===== config.mk =====
export PLATFORM = sky130hd
export DESIGN_NAME = immediate_encoder
export DESIGN_NICKNAME = d
export VERILOG_FILES = /design/src/rtl/immediate_encoder.sv
export SDC_FILE = /design/constraint.sdc
export NUM_CORES = 1
export LEC_CHECK = 0
export BUFFER_PORTS_ARGS = -buffer_cell sky130_fd_sc_hd__buf_2
export CORE_MARGIN = 3
export CORE_UTILIZATION = 54
export DETAILED_ROUTE_END_ITERATION = 10
export PLACE_DENSITY_LB_ADDON = 0.05
export SYNTH_ARGS = -nofsm -noshare
export SYNTH_HDL_FRONTEND = slang
export SYNTH_SLANG_ARGS = --single-unit

===== constraint.sdc =====
create_clock -name clk_i -period 2 [get_ports clk_i]
set_clock_uncertainty 0.1 [all_clocks]
set_input_delay 0.2 -clock clk_i [delete_from_list [all_inputs] [get_ports clk_i]]
set_output_delay 0.2 -clock clk_i [all_outputs]
set_load 0.01 [all_outputs]

===== src/rtl/immediate_encoder.sv =====
// Packs a 32-bit immediate into the immediate fields of a RISC-V instruction word
// through a 2-stage valid/ready pipeline, flagging values that do not fit the format.
module immediate_encoder (
    input  logic        clk_i,
    input  logic        rst_ni,
    input  logic        in_valid,
    output logic        in_ready,
    input  logic [2:0]  imm_sel,
    input  logic [31:0] immediate,
    input  logic [31:0] base_inst,
    output logic        out_valid,
    input  logic        out_ready,
    output logic [31:0] inst,
    output logic        out_err,
    input  logic        clr_err,
    output logic [15:0] err_count
);

    logic        r_s1_valid;
    logic [2:0]  r_s1_sel;
    logic [31:0] r_s1_imm;
    logic [31:0] r_s1_base;
    logic        r_s1_err;

    logic        r_s2_valid;
    logic [31:0] r_inst;
    logic        r_err;
    logic [15:0] r_err_cnt;

    logic        w_err;
    logic [31:0] w_pack;
    logic        w_s2_load;
    logic        w_s1_adv;
    logic        w_in_fire;
    logic        w_out_err_hs;

    assign w_s2_load    = !r_s2_valid || out_ready;
    assign w_s1_adv     = r_s1_valid && w_s2_load;
    assign in_ready     = !r_s1_valid || w_s1_adv;
    assign w_in_fire    = in_valid && in_ready;
    assign w_out_err_hs = r_s2_valid && out_ready && r_err;

    // Range check: a signed field fits when all bits above it equal its sign bit.
    always_comb begin
        w_err = 1'b0;
        case (imm_sel)
            3'b000, 3'b001: w_err = ~((&immediate[31:11]) | ~(|immediate[31:11]));
            3'b010:         w_err = ~((&immediate[31:12]) | ~(|immediate[31:12])) | immediate[0];
            3'b011:         w_err = ~((&immediate[31:20]) | ~(|immediate[31:20])) | immediate[0];
            3'b100:         w_err = |immediate[11:0];
            3'b101:         w_err = |immediate[31:12];
            default:        w_err = (|immediate[31:13]) | immediate[0];
        endcase
    end

    always_comb begin
        w_pack = r_s1_base;
        case (r_s1_sel)
            3'b000, 3'b101: w_pack[31:20] = r_s1_imm[11:0];
            3'b001: begin
                w_pack[31:25] = r_s1_imm[11:5];
                w_pack[11:7]  = r_s1_imm[4:0];
            end
            3'b011: begin
                w_pack[31]    = r_s1_imm[20];
                w_pack[30:21] = r_s1_imm[10:1];
                w_pack[20]    = r_s1_imm[11];
                w_pack[19:12] = r_s1_imm[19:12];
            end
            3'b100: w_pack[31:12] = r_s1_imm[31:12];
            default: begin
                w_pack[31]    = r_s1_imm[12];
                w_pack[30:25] = r_s1_imm[10:5];
                w_pack[11:8]  = r_s1_imm[4:1];
                w_pack[7]     = r_s1_imm[11];
            end
        endcase
    end

    always_ff @(posedge clk_i or negedge rst_ni) begin
        if (!rst_ni) begin
            r_s1_valid <= 1'b0;
            r_s1_sel   <= 3'b000;
            r_s1_imm   <= 32'h0;
            r_s1_base  <= 32'h0;
            r_s1_err   <= 1'b0;
        end else begin
            if (w_in_fire) begin
                r_s1_valid <= 1'b1;
                r_s1_sel   <= imm_sel;
                r_s1_imm   <= immediate;
                r_s1_base  <= base_inst;
                r_s1_err   <= w_err;
            end else if (w_s1_adv) begin
                r_s1_valid <= 1'b0;
            end
        end
    end

    always_ff @(posedge clk_i or negedge rst_ni) begin
        if (!rst_ni) begin
            r_s2_valid <= 1'b0;
            r_inst     <= 32'h0;
            r_err      <= 1'b0;
        end else if (w_s2_load) begin
            r_s2_valid <= r_s1_valid;
            if (r_s1_valid) begin
                r_inst <= w_pack;
                r_err  <= r_s1_err;
            end
        end
    end

    always_ff @(posedge clk_i or negedge rst_ni) begin
        if (!rst_ni) begin
            r_err_cnt <= 16'h0;
        end else if (clr_err) begin
            r_err_cnt <= 16'h0;
        end else if (w_out_err_hs && (r_err_cnt != 16'hFFFF)) begin
            r_err_cnt <= r_err_cnt + 16'd1;
        end
    end

    assign out_valid = r_s2_valid;
    assign inst      = r_inst;
    assign out_err   = r_err;
    assign err_count = r_err_cnt;

endmodule


# Word-level counts from Yosys, hierarchy flattened
# Index checks and enable logic that the tools add are counted.
dict set report totals {
  register_bits 112
  out_inout_bits 51
  wordCells 68
}
dict set report classes {
  n_bitwise 12
  reduce_logical 27
  n_mux 9
  n_eq_ne 10
  add_sub_neg 1
}
# operator count
set ops {}
lappend ops {{16-bit 2-to-1 mux} 2}
lappend ops {{12-bit OR reduction} 2}
lappend ops {{7-bit one-hot mux with 3 select lines} 1}
lappend ops {{21-bit AND reduction} 1}
lappend ops {{21-bit OR reduction} 1}
lappend ops {{20-bit AND reduction} 1}
lappend ops {{20-bit OR reduction} 1}
lappend ops {{19-bit OR reduction} 1}
lappend ops {{16-bit by 1-bit adder with 16-bit output, second input constant} 1}
lappend ops {{16-bit != test, second input constant} 1}
lappend ops {{5-bit one-hot mux with 3 select lines} 1}
lappend ops {{3-bit == test, second input constant} 4}
lappend ops {{12-bit AND reduction} 1}
lappend ops {{5-bit one-hot mux with 2 select lines} 1}
lappend ops {{3-bit by 2-bit == test with 1-bit output, second input constant} 3}
lappend ops {{8-bit 2-to-1 mux} 1}
lappend ops {{3-bit by 1-bit == test with 1-bit output, second input constant} 2}
lappend ops {{3-bit zero test} 2}
lappend ops {{1-bit NOT} 6}
lappend ops {{1-bit bitwise OR} 6}
lappend ops {{2-bit OR reduction} 3}
lappend ops {{1-bit logical AND} 5}
lappend ops {{1-bit one-hot mux with 5 select lines} 1}
lappend ops {{2-bit nonzero test} 2}
lappend ops {{other kinds (6)} 9}

# Depth between registers and ports, before layout
dict set report depth {
  ltp_word 6
  depth_mapped 7
  ltp_nobuf 6
}

# Worst setup path after synthesis
# Ideal clock, no wire load.
dict set report synth_timing {
  kind {register to register}
  startpoint {register r_err_cnt[0], in the netlist err_count[0]}
  endpoint {register r_err_cnt[5], in the netlist err_count[5]}
  setup_ns 0.132
  required_ns 1.768
  stages_incl_launch_ff 7
  setup_slack_ns 0.329
  arrival_time_ns 1.439
  cell_sequence {dfrtp_1 ha_1 nand2_1 or2_4 o2111ai_1 xor2_1 nor2_1}
}
dict set report synth_between {
  elab_chain_len 3
  word_cells_on_any_way 6
  cone_classes {add/sub (1); eq/ne (1); mux (2); reduce/logical (2)}
}
# item line_no
set synth_lines {}
lappend synth_lines {{start, declared} 28} ;# logic [15:0] r_err_cnt;
lappend synth_lines {{start signal, assigned} 120} ;# r_err_cnt <= r_err_cnt + 16'd1;
lappend synth_lines {{16-bit by 1-bit adder with 16-bit output or 16-bit != test (tied branches)} {120, 119}}
lappend synth_lines {{16-bit 2-to-1 mux or 1-bit logical AND (tied branches)} 119} ;# end else if (w_out_err_hs && (r_err_cnt != 16'hFFFF)) begin
lappend synth_lines {{16-bit 2-to-1 mux or 2-bit nonzero test (tied branches)} --}
# Parallel ways exist; a longest one is shown, timed or not. The select of a mux whose other input is x is not followed.
# A chain may end at the register's enable or synchronous reset.

# Worst setup path in the final report
dict set report layout_timing {
  startpoint {input immediate[2]}
  endpoint {register r_s1_err}
}
dict set report layout_between {
  elab_chain_len 2
}
# item line_no
set layout_lines {}
lappend layout_lines {{start, declared} 9} ;# input logic [31:0] immediate,
lappend layout_lines {{12-bit OR reduction} 50} ;# 3'b100: w_err = |immediate[11:0];
lappend layout_lines {{1-bit one-hot mux with 5 select lines} 46} ;# case (imm_sel)
lappend layout_lines {{end signal, assigned} 93} ;# r_s1_err <= w_err;
lappend layout_lines {{end, declared} 23} ;# logic r_s1_err;
# Every way passes these cells.

==> results.txt <==
The run finished, with violations left. The checks that failed: negative setup slack. The floorplan die width came out at 104 um. The via count came out at 4,460. The number of global-route vias before repair came to 4,443.

The synthesis-to-finish area growth came out at 29.5%. The synthesized cell area is 5240 um^2. The global router's overall resource usage is 24.3%. The final core utilization came out at 72.7%. For this run, asynchronously set or reset flops after synthesis account for 100%. The number of buffers inserted by port buffering came out at 115. After layout, the worst setup slack is -0.00256 ns. The dominant register cell in the synthesized netlist is dfrtp_1. After detailed routing, the average wire length per cell comes to 14.7 um. The time the worst path needs with I/O delays and setup is 2.00 ns. Summed over all layers, the routed wires come to 12.7 mm. The number of rows created at floorplan is 35. The endpoint required time on the critical path is 2.15 ns. The vertical die dimension came out at 104 um. The number of antenna violations at the first check in global routing came out at 0. The delay of the slowest cell on the worst path is 0.54 ns. In this run the worst path has a maximum fanout of 2.

The met2 global-route usage is 39.1%. Leaving out fill and tap cells, the most frequent cell in the layout is nand2_1. The post-placement setup slack came out at 0.212 ns. The busiest layer in global routing is met2. The die outline area is 10,900 um^2.

In this run, CTS created clock tree buffers numbering 9. The fraction of the yosys area taken by sequential cells is 53.5%. The global route total overflow came out at 0. The worst setup path is launched from an input pin. The worst-case headroom to the max-slew limit is 66.8%. The clock edge transition at the registers on the reported setup and hold paths is 0.10 ns. The critical path goes through dlygate4sd3_1 > buf_2 > nor4_1 > a311oi_1 > or3_1 > o221ai_2 > a2bb2oi_1.

The count of synthesis-stage warnings from yosys came out at 0. The number of enable-type register cells in the synthesized netlist is 0. The standby leakage power came out at 3.40 nW. The net count of the finished layout is 801. The mean number of vias per cell came out at 5.17.

Counting every net in the synthesized netlist gives 629. In the routed design, unresolved DRC markers number 0. Setup violations remaining at the end of the flow were counted as 1. Entering global routing, the biggest net connects 44 pins. The root buffer cell chosen for the clock tree is clkbuf_8. The maximum clock path buffer count is 2. The congestion estimate from routability-driven global placement came to 0.810. The fraction of layout cells with a size suffix above 1 came out at 22.5%. The worst setup path is captured at a flop. The distinct cell type count of the synthesized netlist is 52. The final-report max-slew violation count is 0. The critical path is of the in2reg type. Setup repair after global routing left no endpoint under its margin. The I/O pin total is 123. The CTS tree is built. The met1 usage in global routing came out at 34.1%. Derived from the worst setup path, the maximum achievable clock frequency is 499 MHz. Among all stages on the critical path, the largest delay is contributed by dlygate4sd3_1. The worst hold path belongs to the class in2reg. The fraction of met3 tracks used by global routing came out at 4.53%. The insertion delay to the later sink of the worst-skew pair is 0.37 ns. The arrival time of data at the critical path endpoint came out at 2.15 ns. In this run the number of H-tree levels came out at 3. The worst path uses 100% of the clock period.

The detailed-router iteration count before antenna repair is 5. The count of endpoints failing hold in the final timing report is 0. At the pin with the least slew margin, the transition time is 0.494 ns. The area of the core region is 9330 um^2.

The library cells used most frequently in the layout, excluding fill and tap cells, are nand2_1 (206), buf_2 (114), dfrtp_1 (112). Once detail routing completed, the nets flagged for antenna violations numbered 0. Synthesis produced a netlist whose cell count is 556.

The synthesized flop and latch total came out at 112. The first-pass GRT wire length came out at 21.7 mm. The number of max-cap violations came out at 0. The wire-length estimate of the detail-placed layout is 8.59 mm. In this run, the number of DRC markers left after iteration 0 of detailed routing was 218. The peak supply drop came out at 0.606 mV. For this design the ratio of total power to cell area is 810 nW/um^2. The starting density of the core is 56.2%. The TritonCTS sink count came out at 112. The synthesized area divided by synthesized cell count is 9.42 um^2.
[metrics by stage]
step	std cells	hold WS (ns)	cell area [um^2]	setup TNS, ns	power (mW)
2_1_floorplan	556	-0.196	5240	0	3.58
3_3_place_gp	787	0.0501	5990	0	4.04
3_5_place_dp	787	0.0512	5990	0	4.09
4_1_cts	862	0.0131	6770	0	5.53
5_1_grt	862	0.0461	6780	0	5.82
6_report	863	0.0374	6780	-0.00256	5.49
[cells in the mapped netlist, types with 2 or more instances]
library cell | count | area, um^2
nand4_1 | 9 | 56.3
inv_1 | 4 | 15.0
nor4_1 | 9 | 56.3
xor2_1 | 13 | 114
mux2_1 | 13 | 146
mux2i_1 | 26 | 260
nor3_2 | 2 | 20.0
nor3_1 | 5 | 25.0
nand3_1 | 11 | 55.1
a211oi_1 | 8 | 60.1
nand2_1 | 208 | 781
nand2b_1 | 5 | 31.3
dfrtp_1 | 112 | 2800
and3_1 | 4 | 25.0
a21oi_1 | 7 | 35.0
buf_4 | 4 | 30.0
o22a_1 | 2 | 17.5
or3_1 | 2 | 12.5
buf_2 | 10 | 50.1
nor3_4 | 2 | 32.5
and4_1 | 2 | 17.5
clkbuf_1 | 13 | 48.8
nor2_1 | 21 | 78.8
a31oi_1 | 2 | 12.5
o21ai_1 | 32 | 160
nor2b_1 | 4 | 25.0
[worst max-delay path: cells and delay by family]
family | cells | cell delay, ns
AOI/OAI and AO/OA | 3 | 0.44
buffers and inverters | 2 | 0.68
and+or+nand+nor | 2 | 0.84
[metal layers]
layer / up-vias / part of all wire, %
met1: 2120 / 46
met4: 0 / 1.1
met5: - / 0
met2: 120 / 47
li1: 2206 / -
met3: 14 / 5.3
[kinds of logic (layout without fill, tap and decap cells)]
| group | after synthesis | after routing | share of synthesized area, % |
|---|---|---|---|
| compound gates | 62 | 62 | 7.71 |
| other cells | 0 | 1 | 0 |
| xor+xnor | 14 | 14 | 2.70 |
| simple gates | 295 | 295 | 25.2 |
| buf+inv | 33 | 210 | 2.89 |
| fa+ha+maj | 1 | 1 | 0.239 |
| flops | 112 | 112 | 53.5 |
| mux | 39 | 39 | 7.76 |
[area by class of cell]
cell class	instances	area, um^2
Antenna cell	1	2.50
Fill cell	741	2540
Sequential cell	112	2800
Clock inverter	6	66.3
Timing Repair Buffer	189	1310
Inverter	5	18.8
Multi-Input combinational cell	411	2300
Tap cell	129	161
Clock buffer	10	128
[power by group]
group          switching [mW]  internal, mW  total (mW)
clock network           0.766         0.588        1.35
logic                   0.718         0.602        1.32
registers               0.216          2.60        2.82
[flip-flops by register name, summed over array words and instances, names as in the netlist]
name / cells
out_valid: 1
r_s1_err: 1
r_s1_base: 25
r_s1_sel: 3
inst: 32
err_count: 16
out_err: 1
r_s1_valid: 1
r_s1_imm: 32
[path summary, 6_finish.rpt]
check | from | end | slack (ns) | depth (start not counted)
max | immediate[2] | r_s1_err | -0.003 | 7
min | imm_sel[2] | r_s1_sel[2] | 0.04 | 3
max reg2reg | r_s1_sel[2] | inst[7] | 0.20 | 6
min reg2reg | r_s1_base[5] | r_s1_base[5] | 0.38 | 2
max in group asynchronous | rst_ni | err_count[5] | 1.05 | 3
min in group asynchronous | rst_ni | r_s1_base[9] | 0.19 | 2
[what timing repair did]
action	4_1_cts	5_1_grt
hold buffers	59	0
buffers inserted	0	0
endpoints found under the setup margin	0	1
endpoints found under the hold margin	84	0
resized for setup	0	1
Note: power is estimated with default switching activity, not from simulation.
